### config.mk
export PLATFORM = sky130hd
export DESIGN_NAME = can_bit_stuffer_stream
export DESIGN_NICKNAME = d
export VERILOG_FILES = /design/src/rtl/can_bit_stuffer_stream.sv
export SDC_FILE = /design/constraint.sdc
export NUM_CORES = 1
export LEC_CHECK = 0
export ABC_CLOCK_PERIOD_IN_PS = 4100
export BUFFER_PORTS_ARGS = -buffer_cell sky130_fd_sc_hd__buf_2
export CAP_MARGIN = 20
export CORE_AREA = 2 2 39 41
export DETAILED_ROUTE_END_ITERATION = 6
export DIE_AREA = 0 0 41 43
export SLEW_MARGIN = 5
export SYNTH_ARGS = -nofsm -noshare
export SYNTH_HDL_FRONTEND = slang
export SYNTH_SLANG_ARGS = --single-unit
### constraint.sdc
create_clock -name clk -period 4.1 [get_ports clk]
set_input_delay 0.205 -clock clk [delete_from_list [all_inputs] [get_ports clk]]
set_output_delay 0.205 -clock clk [all_outputs]
set_load 0.02 [all_outputs]
### src/rtl/can_bit_stuffer_stream.sv
// Streaming CAN bit stuffer: inserts a complement bit after STUFF_LEN identical stuffed-field bits.
// Optional stuff statistics (stuff_cnt, frame_done) are enabled by defining CAN_STUFF_STATS_EN.
module can_bit_stuffer_stream #(
    parameter int unsigned STUFF_LEN = 5,
    parameter int unsigned CNT_W     = 8
) (
    input  logic             clk,
    input  logic             rst_n,
    input  logic             in_valid,
    output logic             in_ready,
    input  logic             in_bit,
    input  logic             in_sof,
    input  logic             in_last,
    input  logic             in_stuff_en,
    output logic             out_valid,
    input  logic             out_ready,
    output logic             out_bit,
    output logic             out_is_stuff,
`ifdef CAN_STUFF_STATS_EN
    output logic [CNT_W-1:0] stuff_cnt,
    output logic             frame_done,
`endif
    output logic             out_last
);

    localparam int unsigned RW = $clog2(STUFF_LEN + 1);

    logic          out_valid_q, out_valid_d;
    logic          out_bit_q, out_bit_d;
    logic          out_is_stuff_q, out_is_stuff_d;
    logic          out_last_q, out_last_d;
    logic          run_bit_q, run_bit_d;
    logic [RW-1:0] run_cnt_q, run_cnt_d;
    logic          pend_stuff_q, pend_stuff_d;
    logic          pend_last_q, pend_last_d;
    logic [RW-1:0] cnt_next;
    logic          load;
    logic          in_xfer;

    always_comb begin
        load           = ~out_valid_q | out_ready;
        in_ready       = load & ~pend_stuff_q;
        in_xfer        = in_valid & in_ready;
        out_valid_d    = out_valid_q;
        out_bit_d      = out_bit_q;
        out_is_stuff_d = out_is_stuff_q;
        out_last_d     = out_last_q;
        run_bit_d      = run_bit_q;
        run_cnt_d      = run_cnt_q;
        pend_stuff_d   = pend_stuff_q;
        pend_last_d    = pend_last_q;
        cnt_next       = (in_sof || (in_bit != run_bit_q)) ? RW'(1) : run_cnt_q + RW'(1);
        if (load) begin
            if (pend_stuff_q) begin
                // The stuff bit opens a new run of its own polarity.
                out_valid_d    = 1'b1;
                out_bit_d      = ~run_bit_q;
                out_is_stuff_d = 1'b1;
                out_last_d     = pend_last_q;
                run_bit_d      = ~run_bit_q;
                run_cnt_d      = RW'(1);
                pend_stuff_d   = 1'b0;
                pend_last_d    = 1'b0;
            end else if (in_xfer) begin
                out_valid_d    = 1'b1;
                out_bit_d      = in_bit;
                out_is_stuff_d = 1'b0;
                out_last_d     = in_last;
                run_bit_d      = in_bit;
                if (in_stuff_en) begin
                    run_cnt_d = cnt_next;
                    if (cnt_next == RW'(STUFF_LEN)) begin
                        pend_stuff_d = 1'b1;
                        pend_last_d  = in_last;
                        out_last_d   = 1'b0;
                    end
                end else begin
                    run_cnt_d = '0;
                end
            end else begin
                out_valid_d = 1'b0;
            end
        end
    end

    always_ff @(posedge clk or negedge rst_n) begin
        if (!rst_n) begin
            out_valid_q    <= 1'b0;
            out_bit_q      <= 1'b1;
            out_is_stuff_q <= 1'b0;
            out_last_q     <= 1'b0;
            run_bit_q      <= 1'b1;
            run_cnt_q      <= '0;
            pend_stuff_q   <= 1'b0;
            pend_last_q    <= 1'b0;
        end else begin
            out_valid_q    <= out_valid_d;
            out_bit_q      <= out_bit_d;
            out_is_stuff_q <= out_is_stuff_d;
            out_last_q     <= out_last_d;
            run_bit_q      <= run_bit_d;
            run_cnt_q      <= run_cnt_d;
            pend_stuff_q   <= pend_stuff_d;
            pend_last_q    <= pend_last_d;
        end
    end

    assign out_valid    = out_valid_q;
    assign out_bit      = out_bit_q;
    assign out_is_stuff = out_is_stuff_q;
    assign out_last     = out_last_q;

`ifdef CAN_STUFF_STATS_EN
    logic [CNT_W-1:0] stuff_cnt_q, stuff_cnt_d;

    always_comb begin
        stuff_cnt_d = stuff_cnt_q;
        if (in_xfer && in_sof) begin
            stuff_cnt_d = '0;
        end else if (load && pend_stuff_q && (stuff_cnt_q != '1)) begin
            stuff_cnt_d = stuff_cnt_q + CNT_W'(1);
        end
    end

    always_ff @(posedge clk or negedge rst_n) begin
        if (!rst_n) begin
            stuff_cnt_q <= '0;
        end else begin
            stuff_cnt_q <= stuff_cnt_d;
        end
    end

    assign stuff_cnt  = stuff_cnt_q;
    assign frame_done = out_valid_q & out_ready & out_last_q;
`endif

endmodule

* After elaboration in Yosys (flattened, before gate mapping) *
Index checks and enable logic that the tools add are counted.

storage, ports and cells
  register bits after elaboration = 9
  input bits = 8
  output and inout port bits = 5
  word-level logic and storage cells = 44

operators by class
  $add $sub $neg = 1
  equal/unequal tests = 2
  muxes and demuxes = 22
  bitwise operators = 6
  reductions and logical operators = 6

operators by type and width
  cell                 number
  $mux 1               18
  $mux 3               4
  $reduce_bool 2->1    3
  $reduce_and 4->1     1
  $add 3x1->3 const B  1
  $eq 3x3->1 const B   1
  $not 1->1            3
  $and 1x1->1          2
  $reduce_and 2->1     1
  $logic_or 1x1->1     1
  $ne 1x1->1           1
  $or 1x1->1           1

* Longest topological paths before layout *
Gate-level depths: netlist of the first run.

  depth after elaboration = 8
  gate-level depth with buffers = 5
  gate-level depth less buffers = 5

* Worst setup path after synthesis of the first run *
No wires, ideal clock.

  path kind = reg2reg
  start = register run_bit_q
  end = register pend_last_q
  library setup time = 137 ps
  arrival = 1597 ps
  required time = 3963 ps
  path slack = 2366 ps
  cell stages (with the launch flop) = 5
  buffers on the path = 0
  clock period less this slack = 1734 ps
  cell sequence = dfstp_2 xor2_1 or4b_4 o311ai_2 o41ai_1

on the way
  word-level cells in the longest chain between the ends = 6

ends and longest elaborated chain
  element                      RTL line  RTL
  start: declaration           32        logic run_bit_q, run_bit_d;
  start signal: assignment     101       run_bit_q <= run_bit_d;
  $ne 1x1->1                   52        cnt_next = (in_sof || (in_bit != run_bit_q)) ? RW'(1) : run_cnt_q + RW'(1);
  $logic_or 1x1->1             52
  $mux 3                       52
  $eq 3x3->1                   72        if (cnt_next == RW'(STUFF_LEN)) begin
  $reduce_bool 2->1 (no line)  -
  $reduce_and 4->1 (no line)   -
  end signal: assignment       104       pend_last_q <= pend_last_d;
  end: declaration             35        logic pend_last_q, pend_last_d;

Every way passes these cells.
A chain may end at the register's enable or synchronous reset.

* Worst setup path in the final report of the first run *
  start = register run_cnt_q[0]
  end = register pend_last_q

on the way
  word-level cells in the longest chain between the ends = 5

ends and longest elaborated chain
  element                      RTL line  RTL
  start: declaration           33        logic [RW-1:0] run_cnt_q, run_cnt_d;
  start signal: assignment     102       run_cnt_q <= run_cnt_d;
  $add 3x1->3                  52
  $mux 3                       52
  $eq 3x3->1                   72
  $reduce_bool 2->1 (no line)  -
  $reduce_and 4->1 (no line)   -

Every way passes these cells.

==> impl_metrics.yaml, run 1 <==
timing:
  setup_viol: 0
  finalHoldViolations: 0
  drv_slew: 0
  fin_tns_setup_ps: 0
  fmax_mhz: 561
  period_needed_ps: 1780
  slew_headroom_pct: 56.7
  worst_pin_slew_ps: 648
  fin_skew_ps: 8.37
  period_share_pct: 43.5
  whs_ps: 264
  grt_setup_unrepaired: "no"
cts:
  cts_made_buffers: 3
  clock-sinks: 9
  cts_buffer_depth: 2
  cts_tree: "yes"
  htree_num_levels: 1
  clkSlewWorstSetupHoldPaths_ps: 70
  ctsResizeCount: 0
  insertion_delay_ps: 270
  ctsRootBufferMaster: "clkbuf_4"
floorplanning:
  row_count: 14
  dieArea_sq_mm: 0.00176
  fp.dieW_um: 41
  core_sq_mm: 0.00138
  io_pins: 13
  die_y_um: 43
  initial_core_util_pct: 36.6
min_path:
  min_path_type: "primary input to flop"
detailed_routing:
  viasPerCell: 5.10
  wl_met2_um: 487
  vias: 439
  wl_met3_um: 45
  highest_layer: "met4"
  wl_per_cell_um: 12.7
  first_pass_iters: 4
  wl_met1_um: 538
  drc: 0
  dr.first_iter.drc_count: 14
  wirelength_mm: 1.10
  ant_nets: 0
yosys:
  synth_area_sq_um: 507
  ys_seq_elements: 9
  ys_top_cells_by_area: "dfrtp_1, nand2_1, nor2_1"
  synth.avg_cell_area_sq_um: 9.21
  synth.most_common_cell: "nand2_1"
  syn-num-nets: 64
  post_synth_num_cell_types: 26
  ys_warn_count: 0
  synth_flop_cell: "dfrtp_1"
  yosysTopAreaCell: "dfrtp_1"
  async_flop_share_pct: 100
  ys_seq_area_share_pct: 44.7
  netlist_instances: 55
  synth_edf_count: 0
  synth_common_cells: "nand2_1, dfrtp_1, nor2_1"
  synth_top_area_share_pct: 39.5
pwr:
  clockPowerShare_pct: 32.8
  ir_worst_vdd_mv: 0.131
  static-leakage-power_nw: 0.280
  combPwrFrac_pct: 20.1
  p_sw_share_pct: 30.4
  switchingPower_uw: 66.7
  p_per_area_mw_per_mm2: 356
  pwr-share-seq_pct: 47.1
  p_int_uw: 153
global_routing:
  overflow: 0
  grt_pass1_vias: 413
  track_usage_pct: 15.5
  grt_first_pass_wirelength_mm: 1.82
  grt_antenna_before_repair: 0
  grt_max_degree: 12
worst_setup_path:
  slowest_delay_ps: 510
  critPathSlowestCell: "or4b_4"
  path_class: "flop to flop"
  cp-end-kind: "flop"
  crit_path_max_fanout: 4
  path_delay_family: "simple AND/OR/NAND/NOR gates"
  critPathArrivalTime_ps: 1910
  start_kind: "flop"
  worstPathCellList: "ha_1, xnor2_1, or4b_4, o311ai_2, o41ai_1"
  path_buf_inv: 0
  critPathRequiredTime_ps: 4230
placement:
  port_buffers: 12
  gp_congestion: 0.762
  dpl.hpwl_um: 862
run_status:
  status: "complete, no violations"
cells_and_area:
  drive_gt1_share_pct: 27.1
  synthToLayoutAreaGrowth_pct: 21.5
  fill_cells: 141
  final_nets: 80
  multiInputGateArea_sq_um: 269
  seq_area_sq_um: 226
  antenna_cells: 0
run:
  cap_violations: 0
-- worst reg2reg max path, stage by stage (launching register included) --
cell	delay, ps
dfrtp_1	410
ha_1	250
xnor2_1	140
or4b_4	510
o311ai_2	220
o41ai_1	110
-- cell usage in the layout, fill, tap and decap left out --
| master | netlist | routed |
|---|---|---|
| xor2_1 | 1 | 1 |
| nand4_1 | 1 | 1 |
| or4b_4 | 1 | 1 |
| dfrtp_1 | 8 | 8 |
| buf_2 | 0 | 12 |
| o32a_1 | 1 | 1 |
| o311ai_2 | 1 | 1 |
| a21boi_0 | 1 | 1 |
| a211o_2 | 1 | 1 |
| nand2b_1 | 2 | 2 |
| a21oi_1 | 2 | 2 |
| inv_1 | 1 | 1 |
| clkbuf_4 | 0 | 3 |
| a31oi_1 | 1 | 1 |
| dlygate4sd3_1 | 0 | 1 |
| mux2i_1 | 1 | 1 |
| nor4b_1 | 1 | 1 |
| o41ai_1 | 1 | 1 |
| a22oi_1 | 1 | 1 |
| clkbuf_1 | 2 | 1 |
| ha_1 | 1 | 1 |
| xnor2_1 | 1 | 1 |
| o21ai_0 | 3 | 3 |
| nand3_1 | 1 | 1 |
| nand2_1 | 9 | 9 |
| nor2b_1 | 2 | 2 |
| dfstp_2 | 1 | 1 |
| nor2_1 | 8 | 8 |
| o31ai_1 | 2 | 2 |
-- flip-flops by register name, summed over array words and instances (netlist names) --
name	cells
out_valid	1
out_is_stuff	1
pend_stuff_q	1
run_bit_q	1
run_cnt_q	3
out_last	1
pend_last_q	1
-- cell families (layout without fill, tap and decap cells) --
group,Yosys count,count (layout),share of synthesized area (%)
AO/OA/AOI/OAI,14,14,21.0
flip-flops,9,9,44.7
adder cells (fa/ha/maj),1,1,2.47
buffers and inverters,3,18,2.22
XOR/XNOR,2,2,3.46
multiplexers,1,1,1.98
AND/OR/NAND/NOR,25,25,24.2
-- per-stage QoR --
stage               setup slack, ps  cell area (sq um)  instances  power (mW)  util (%)
floorplan                      2370                507         55       0.133         -
global placement               2350                579         81       0.148      41.9
detailed placement             2310                579         81       0.149      41.9
CTS                            2310                616         86       0.220      44.5
global route                   2190                616         86       0.231      44.5
finish                         2320                616         86       0.219      44.5
-- repair_timing --
| item | in CTS | in global routing |
|---|---|---|
| endpoints found under the hold margin | 8 | 0 |
| setup endpoints to repair | 0 | 0 |
| hold buffers | 1 | 0 |
| setup buffers | 0 | 0 |
-- layer usage --
metal	up-vias	global-route usage, %
met1	190	22.4
met5	-	0
met3	5	3.14
li1	228	-
met2	16	20.9
met4	0	8.00
-- path summary, 6_finish.rpt --
path | start | endpoint | slack, ps | cells after the start
min | in_valid | run_cnt_q[1] | 260 | 3
max reg2reg | run_cnt_q[0] | pend_last_q | 2320 | 5
min reg2reg | out_is_stuff | out_is_stuff | 470 | 2
max in group asynchronous | rst_n | run_bit_q | 3540 | 2
max | run_cnt_q[0] | pend_last_q | 2320 | 5
min in group asynchronous | rst_n | run_cnt_q[2] | 310 | 2
-- layout make-up --
class	instances	area share [%]
multi-input combinational	43	43.7
sequential	9	36.8
timing repair buffer	13	11.4
clock buffer	4	4.27
tap	16	3.25
inverter	1	0.610
-- power groups by stage --
stage | logic, mW | registers (mW) | clock network [mW]
3_3_place_gp | 0.0437 | 0.104 | 0
6_report | 0.0440 | 0.103 | 0.0721
3_5_place_dp | 0.0441 | 0.105 | 0
2_1_floorplan | 0.0247 | 0.108 | 0
4_1_cts | 0.0449 | 0.103 | 0.0714
5_1_grt | 0.0499 | 0.104 | 0.0768
(Power assumes the default switching activity.)
==> inputs of run 2 (changes only) <==
--- a/config.mk
+++ b/config.mk
@@ -5,7 +5,7 @@
 export SDC_FILE = /design/constraint.sdc
 export NUM_CORES = 1
 export LEC_CHECK = 0
-export ABC_CLOCK_PERIOD_IN_PS = 4100
+export ABC_CLOCK_PERIOD_IN_PS = 1770
 export BUFFER_PORTS_ARGS = -buffer_cell sky130_fd_sc_hd__buf_2
 export CAP_MARGIN = 20
 export CORE_AREA = 2 2 39 41
==> constraint.sdc (replaced) <==
create_clock -name clk -period 1.77 [get_ports clk]
set_input_delay 0.0885 -clock clk [delete_from_list [all_inputs] [get_ports clk]]
set_output_delay 0.0885 -clock clk [all_outputs]
set_load 0.02 [all_outputs]
==> impl_metrics.yaml, run 2 (synthesis results as in run 1) <==
placement:
  gp_congestion: 0.817
  place_ws_ps: 56.2
  port_buffers: 12
  dpl.hpwl_um: 861
  placedCellCount: 84
pwr:
  switchingPower_uw: 158
  pwr-share-seq_pct: 45.1
  ir_worst_vdd_mv: 0.466
  p_sw_share_pct: 30.2
  clockPowerShare_pct: 31.9
  static-leakage-power_nw: 0.292
  combPwrFrac_pct: 23.0
  p_per_area_mw_per_mm2: 820
  p_int_uw: 367
timing:
  period_needed_ps: 1680
  drv_slew: 0
  fmax_mhz: 596
  worst_pin_slew_ps: 346
  finalHoldViolations: 0
  setup_viol: 0
  grt_setup_unrepaired: "no"
  slew_headroom_pct: 76.9
  period_share_pct: 94.8
  final.setup.worst_slack_ps: 92.0
  fin_skew_ps: 6.13
  fin_tns_setup_ps: 0
cts:
  cts_tree: "yes"
  insertion_delay_ps: 270
  clock-sinks: 9
  htree_num_levels: 1
  post_cts_buffers: 0
  ctsRootBufferMaster: "clkbuf_4"
  cts_made_buffers: 3
  clkSlewWorstSetupHoldPaths_ps: 70
  cts_buffer_depth: 2
worst_setup_path:
  critPathSlowestCell: "or4b_4"
  cp-end-kind: "flop"
  cp-startpoint: "run_cnt_q[0]"
  crit_path_max_fanout: 4
  slowest_delay_ps: 490
  worst_r2r_path_depth: 5
  path_class: "flop to flop"
  critPathCapture: "pend_last_q"
  critPathArrivalTime_ps: 1830
  worstPathCellList: "ha_2, nor2_1, or4b_4, o311ai_2, o41ai_1"
  start_kind: "flop"
  r2r_slack_ps: 90
  critPathRequiredTime_ps: 1920
  r2r-end: "pend_last_q"
  crit-reg2reg-launch: "run_cnt_q[0]"
cells_and_area:
  antenna_cells: 0
  fill_cells: 149
  final_common_cell: "buf_2"
  final_cell_mix: "buf_2, nand2_1, nor2_1, dfrtp_1"
  synthToLayoutAreaGrowth_pct: 26.4
  drive_gt1_share_pct: 31.5
  seq_area_sq_um: 226
  largest_reg_flops: 3
  top_register: "run_cnt_q"
  final_nets: 83
  multiInputGateArea_sq_um: 272
  layout.cells.non_filler: 89
run:
  cap_violations: 0
detailed_routing:
  first_pass_iters: 4
  viasPerCell: 5.10
  drc: 0
  wirelength_mm: 1.11
  vias: 454
  wl_per_cell_um: 12.5
  dr.first_iter.drc_count: 5
  ant_nets: 0
global_routing:
  grt_max_degree: 12
  track_usage_pct: 15.8
  grt_pass1_vias: 418
  grt_first_pass_wirelength_mm: 1.77
  grt_antenna_before_repair: 0
  overflow: 0
floorplanning:
  initial_core_util_pct: 36.6
  fp.dieW_um: 41
  core_sq_mm: 0.00138
  io_pins: 13
  die_y_um: 43
  row_count: 14
  dieArea_sq_mm: 0.00176
min_path:
  min_path_type: "primary input to flop"
  hold_depth: 3
run_status:
  status: "complete, no violations"
## run 2: cell types whose count changed in the layout (fill, tap and decap cells not counted)
cell   delta
ha_2      +1
buf_4     +3
ha_1      -1
## run 2: how the worst min path moves through the flow
stage / start / end / slack, ps
after global routing: in_valid / run_cnt_q[1] / 150
after global placement: rst_n / out_valid / -50
after detailed placement: rst_n / out_is_stuff / -50
final: in_valid / out_valid / 150
after CTS: in_valid / run_cnt_q[1] / 140
after floorplan: rst_n / out_is_stuff / -210
## run 2: critical path, delay by kind of cell, from the launching register on
| kind | cells | cell delay, ps |
|---|---|---|
| AO/OA/AOI/OAI | 2 | 320 |
| adder cells (fa/ha/maj) | 1 | 290 |
| AND/OR/NAND/NOR | 2 | 570 |
| flip-flops | 1 | 390 |
## run 2: power by group through the flow
| stage | combinational [mW] | sequential [mW] | clock, mW |
|---|---|---|---|
| global route | 0.134 | 0.240 | 0.184 |
| finish | 0.121 | 0.237 | 0.168 |
| detailed placement | 0.119 | 0.241 | 0 |
| global placement | 0.118 | 0.240 | 0 |
| floorplan | 0.0573 | 0.251 | 0 |
| CTS | 0.122 | 0.237 | 0.173 |
## run 2: cell type report
cell class | count | share of cell area [%]
clock buffers | 4 | 4.10
inverters | 1 | 0.586
multi-input cells | 43 | 42.4
well taps | 16 | 3.13
repair buffers | 16 | 14.5
flip-flops and latches | 9 | 35.4
## run 2: what timing repair did
| item | in CTS | in global routing |
|---|---|---|
| gates resized for setup | 0 | 1 |
| hold buffers | 1 | 0 |
| hold endpoints to repair | 9 | 0 |
| setup endpoints to repair | 0 | 1 |
## run 2: layer usage
metal,wire length [um],global-route usage (%),up-vias
li1,-,-,234
met1,487,19.9,206
met2,534,20.6,12
met4,20,8.00,0
met3,71,9.42,2
met5,0,0,-
## run 2: metrics by stage
stage	cell area (sq um)	total power, mW	utilization [%]	hold slack (ps)
2_1_floorplan	507	0.309	-	-207
3_3_place_gp	602	0.358	43.5	-45.8
3_5_place_dp	602	0.360	43.5	-45.3
4_1_cts	638	0.531	46.1	144
5_1_grt	641	0.558	46.3	146
6_report	641	0.525	46.3	148
==> inputs of run 3 (changes only) <==
--- a/config.mk
+++ b/config.mk
@@ -9,6 +9,7 @@
 export BUFFER_PORTS_ARGS = -buffer_cell sky130_fd_sc_hd__buf_2
 export CAP_MARGIN = 20
 export CORE_AREA = 2 2 39 41
+export CTS_BUF_LIST = sky130_fd_sc_hd__clkbuf_4 sky130_fd_sc_hd__clkbuf_8
 export DETAILED_ROUTE_END_ITERATION = 6
 export DIE_AREA = 0 0 41 43
 export SLEW_MARGIN = 5
==> impl_metrics.yaml, run 3 (synthesis results as in run 1) <==
cells_and_area:
  antenna_cells: 0
  design_area_sq_um: 644
  largest_reg_flops: 3
  drive_gt1_share_pct: 32.9
  top_register: "run_cnt_q"
  fill_cells: 148
  final_common_cell: "buf_2"
  final_nets: 83
  synthToLayoutAreaGrowth_pct: 27.2
  layout.cells.non_filler: 89
  final_cell_mix: "buf_2, nand2_1, nor2_1, dfrtp_1, clkbuf_4"
placement:
  place_ws_ps: 56.2
  placedCellCount: 84
  place_area_sq_um: 602
  dpl.hpwl_um: 861
  gp_congestion: 0.817
  port_buffers: 12
pwr:
  static-leakage-power_nw: 0.296
  pwr-share-seq_pct: 43.8
  p_int_uw: 382
  combPwrFrac_pct: 22.4
  p_per_area_mw_per_mm2: 838
  total_power_uw: 540
  clockPowerShare_pct: 33.8
  p_sw_share_pct: 29.2
  switchingPower_uw: 158
  ir_worst_vdd_mv: 0.490
timing:
  finalHoldViolations: 0
  setup_viol: 0
  period_share_pct: 94.8
  fmax_mhz: 596
  fin_tns_setup_ps: 0
  period_needed_ps: 1680
  fin_skew_ps: 5.47
  slew_headroom_pct: 76.9
  final.setup.worst_slack_ps: 92.1
  drv_slew: 0
  grt_setup_unrepaired: "no"
  worst_pin_slew_ps: 346
worst_setup_path:
  cp-startpoint: "run_cnt_q[0]"
  critPathCapture: "pend_last_q"
  crit-reg2reg-launch: "run_cnt_q[0]"
  r2r_slack_ps: 90
  r2r-end: "pend_last_q"
  path_class: "flop to flop"
  critPathArrivalTime_ps: 1830
  critPathRequiredTime_ps: 1920
  crit_path_max_fanout: 4
  cp-end-kind: "flop"
  worst_r2r_path_depth: 5
  start_kind: "flop"
run_status:
  status: "complete, no violations"
floorplanning:
  die_y_um: 43
  row_count: 14
  io_pins: 13
  dieArea_sq_mm: 0.00176
  core_sq_mm: 0.00138
  initial_core_util_pct: 36.6
  fp.dieW_um: 41
global_routing:
  grt_max_degree: 12
  grt_first_pass_wirelength_mm: 1.77
  track_usage_pct: 15.8
  overflow: 0
  grt_pass1_vias: 418
  grt_antenna_before_repair: 0
detailed_routing:
  wl_per_cell_um: 12.5
  vias: 453
  viasPerCell: 5.09
  wirelength_mm: 1.12
  first_pass_iters: 4
  ant_nets: 0
  dr.first_iter.drc_count: 5
  drc: 0
cts:
  post_cts_buffers: 0
  clock-sinks: 9
  cts_buffer_depth: 2
  ctsRootBufferMaster: "clkbuf_4"
  cts_tree: "yes"
  clkSlewWorstSetupHoldPaths_ps: 70
  cts_made_buffers: 3
  insertion_delay_ps: 270
  htree_num_levels: 1
run:
  cap_violations: 0
min_path:
  min_path_type: "primary input to flop"
-- run 3: cell count changes in the layout (fill, tap and decap cells not counted) --
cell	delta
clkbuf_1	-1
clkbuf_4	+1
-- run 3: stage by stage --
step	utilization (%)	hold WS, ps
after global placement	43.5	-45.8
after detailed placement	43.5	-45.3
after global routing	46.6	146
after floorplan	-	-207
after CTS	46.4	144
final	46.6	148
-- run 3: critical path, cell delays in order, from the launching register on --
cell,delay (ps)
dfrtp_1,380
ha_2,290
nor2_1,80
or4b_4,490
o311ai_2,220
o41ai_1,100
-- run 3: layout make-up --
cell class                 count  area, sq um  share of cell area (%)
inverter                       1         3.75                   0.583
timing repair buffer          16         92.6                    14.4
tap                           16         20.0                    3.11
multi-input combinational     43          272                    42.1
clock buffer                   4         30.0                    4.66
sequential                     9          226                    35.1
-- run 3: worst min path at each step --
stage | slack, ps | cells after the start | start | end
global route | 150 | 3 | in_valid | run_cnt_q[1]
floorplan | -210 | 0 | rst_n | out_is_stuff
finish | 150 | 3 | in_valid | out_valid
detailed placement | -50 | 1 | rst_n | out_is_stuff
global placement | -50 | 1 | rst_n | out_valid
CTS | 140 | 3 | in_valid | run_cnt_q[1]
-- run 3: power by group through the flow --
stage | Combinational [mW] | Sequential (mW) | Clock [mW]
finish | 0.121 | 0.237 | 0.183
global route | 0.134 | 0.240 | 0.200
CTS | 0.122 | 0.237 | 0.188
detailed placement | 0.119 | 0.241 | 0
global placement | 0.118 | 0.240 | 0
floorplan | 0.0573 | 0.251 | 0
-- run 3: repair_timing --
| item | in CTS | in global routing |
|---|---|---|
| endpoints found under the setup margin | 0 | 1 |
| resized for setup | 0 | 1 |
| hold buffers | 1 | 0 |
| hold endpoints to repair | 9 | 0 |
-- run 3: metal layers --
metal / track usage, % / up-vias / wire [um]
met5: 0 / - / 0
met4: 8.00 / 0 / 20
met3: 9.42 / 2 / 71
met2: 20.6 / 12 / 533
met1: 19.9 / 205 / 489
li1: - / 234 / -
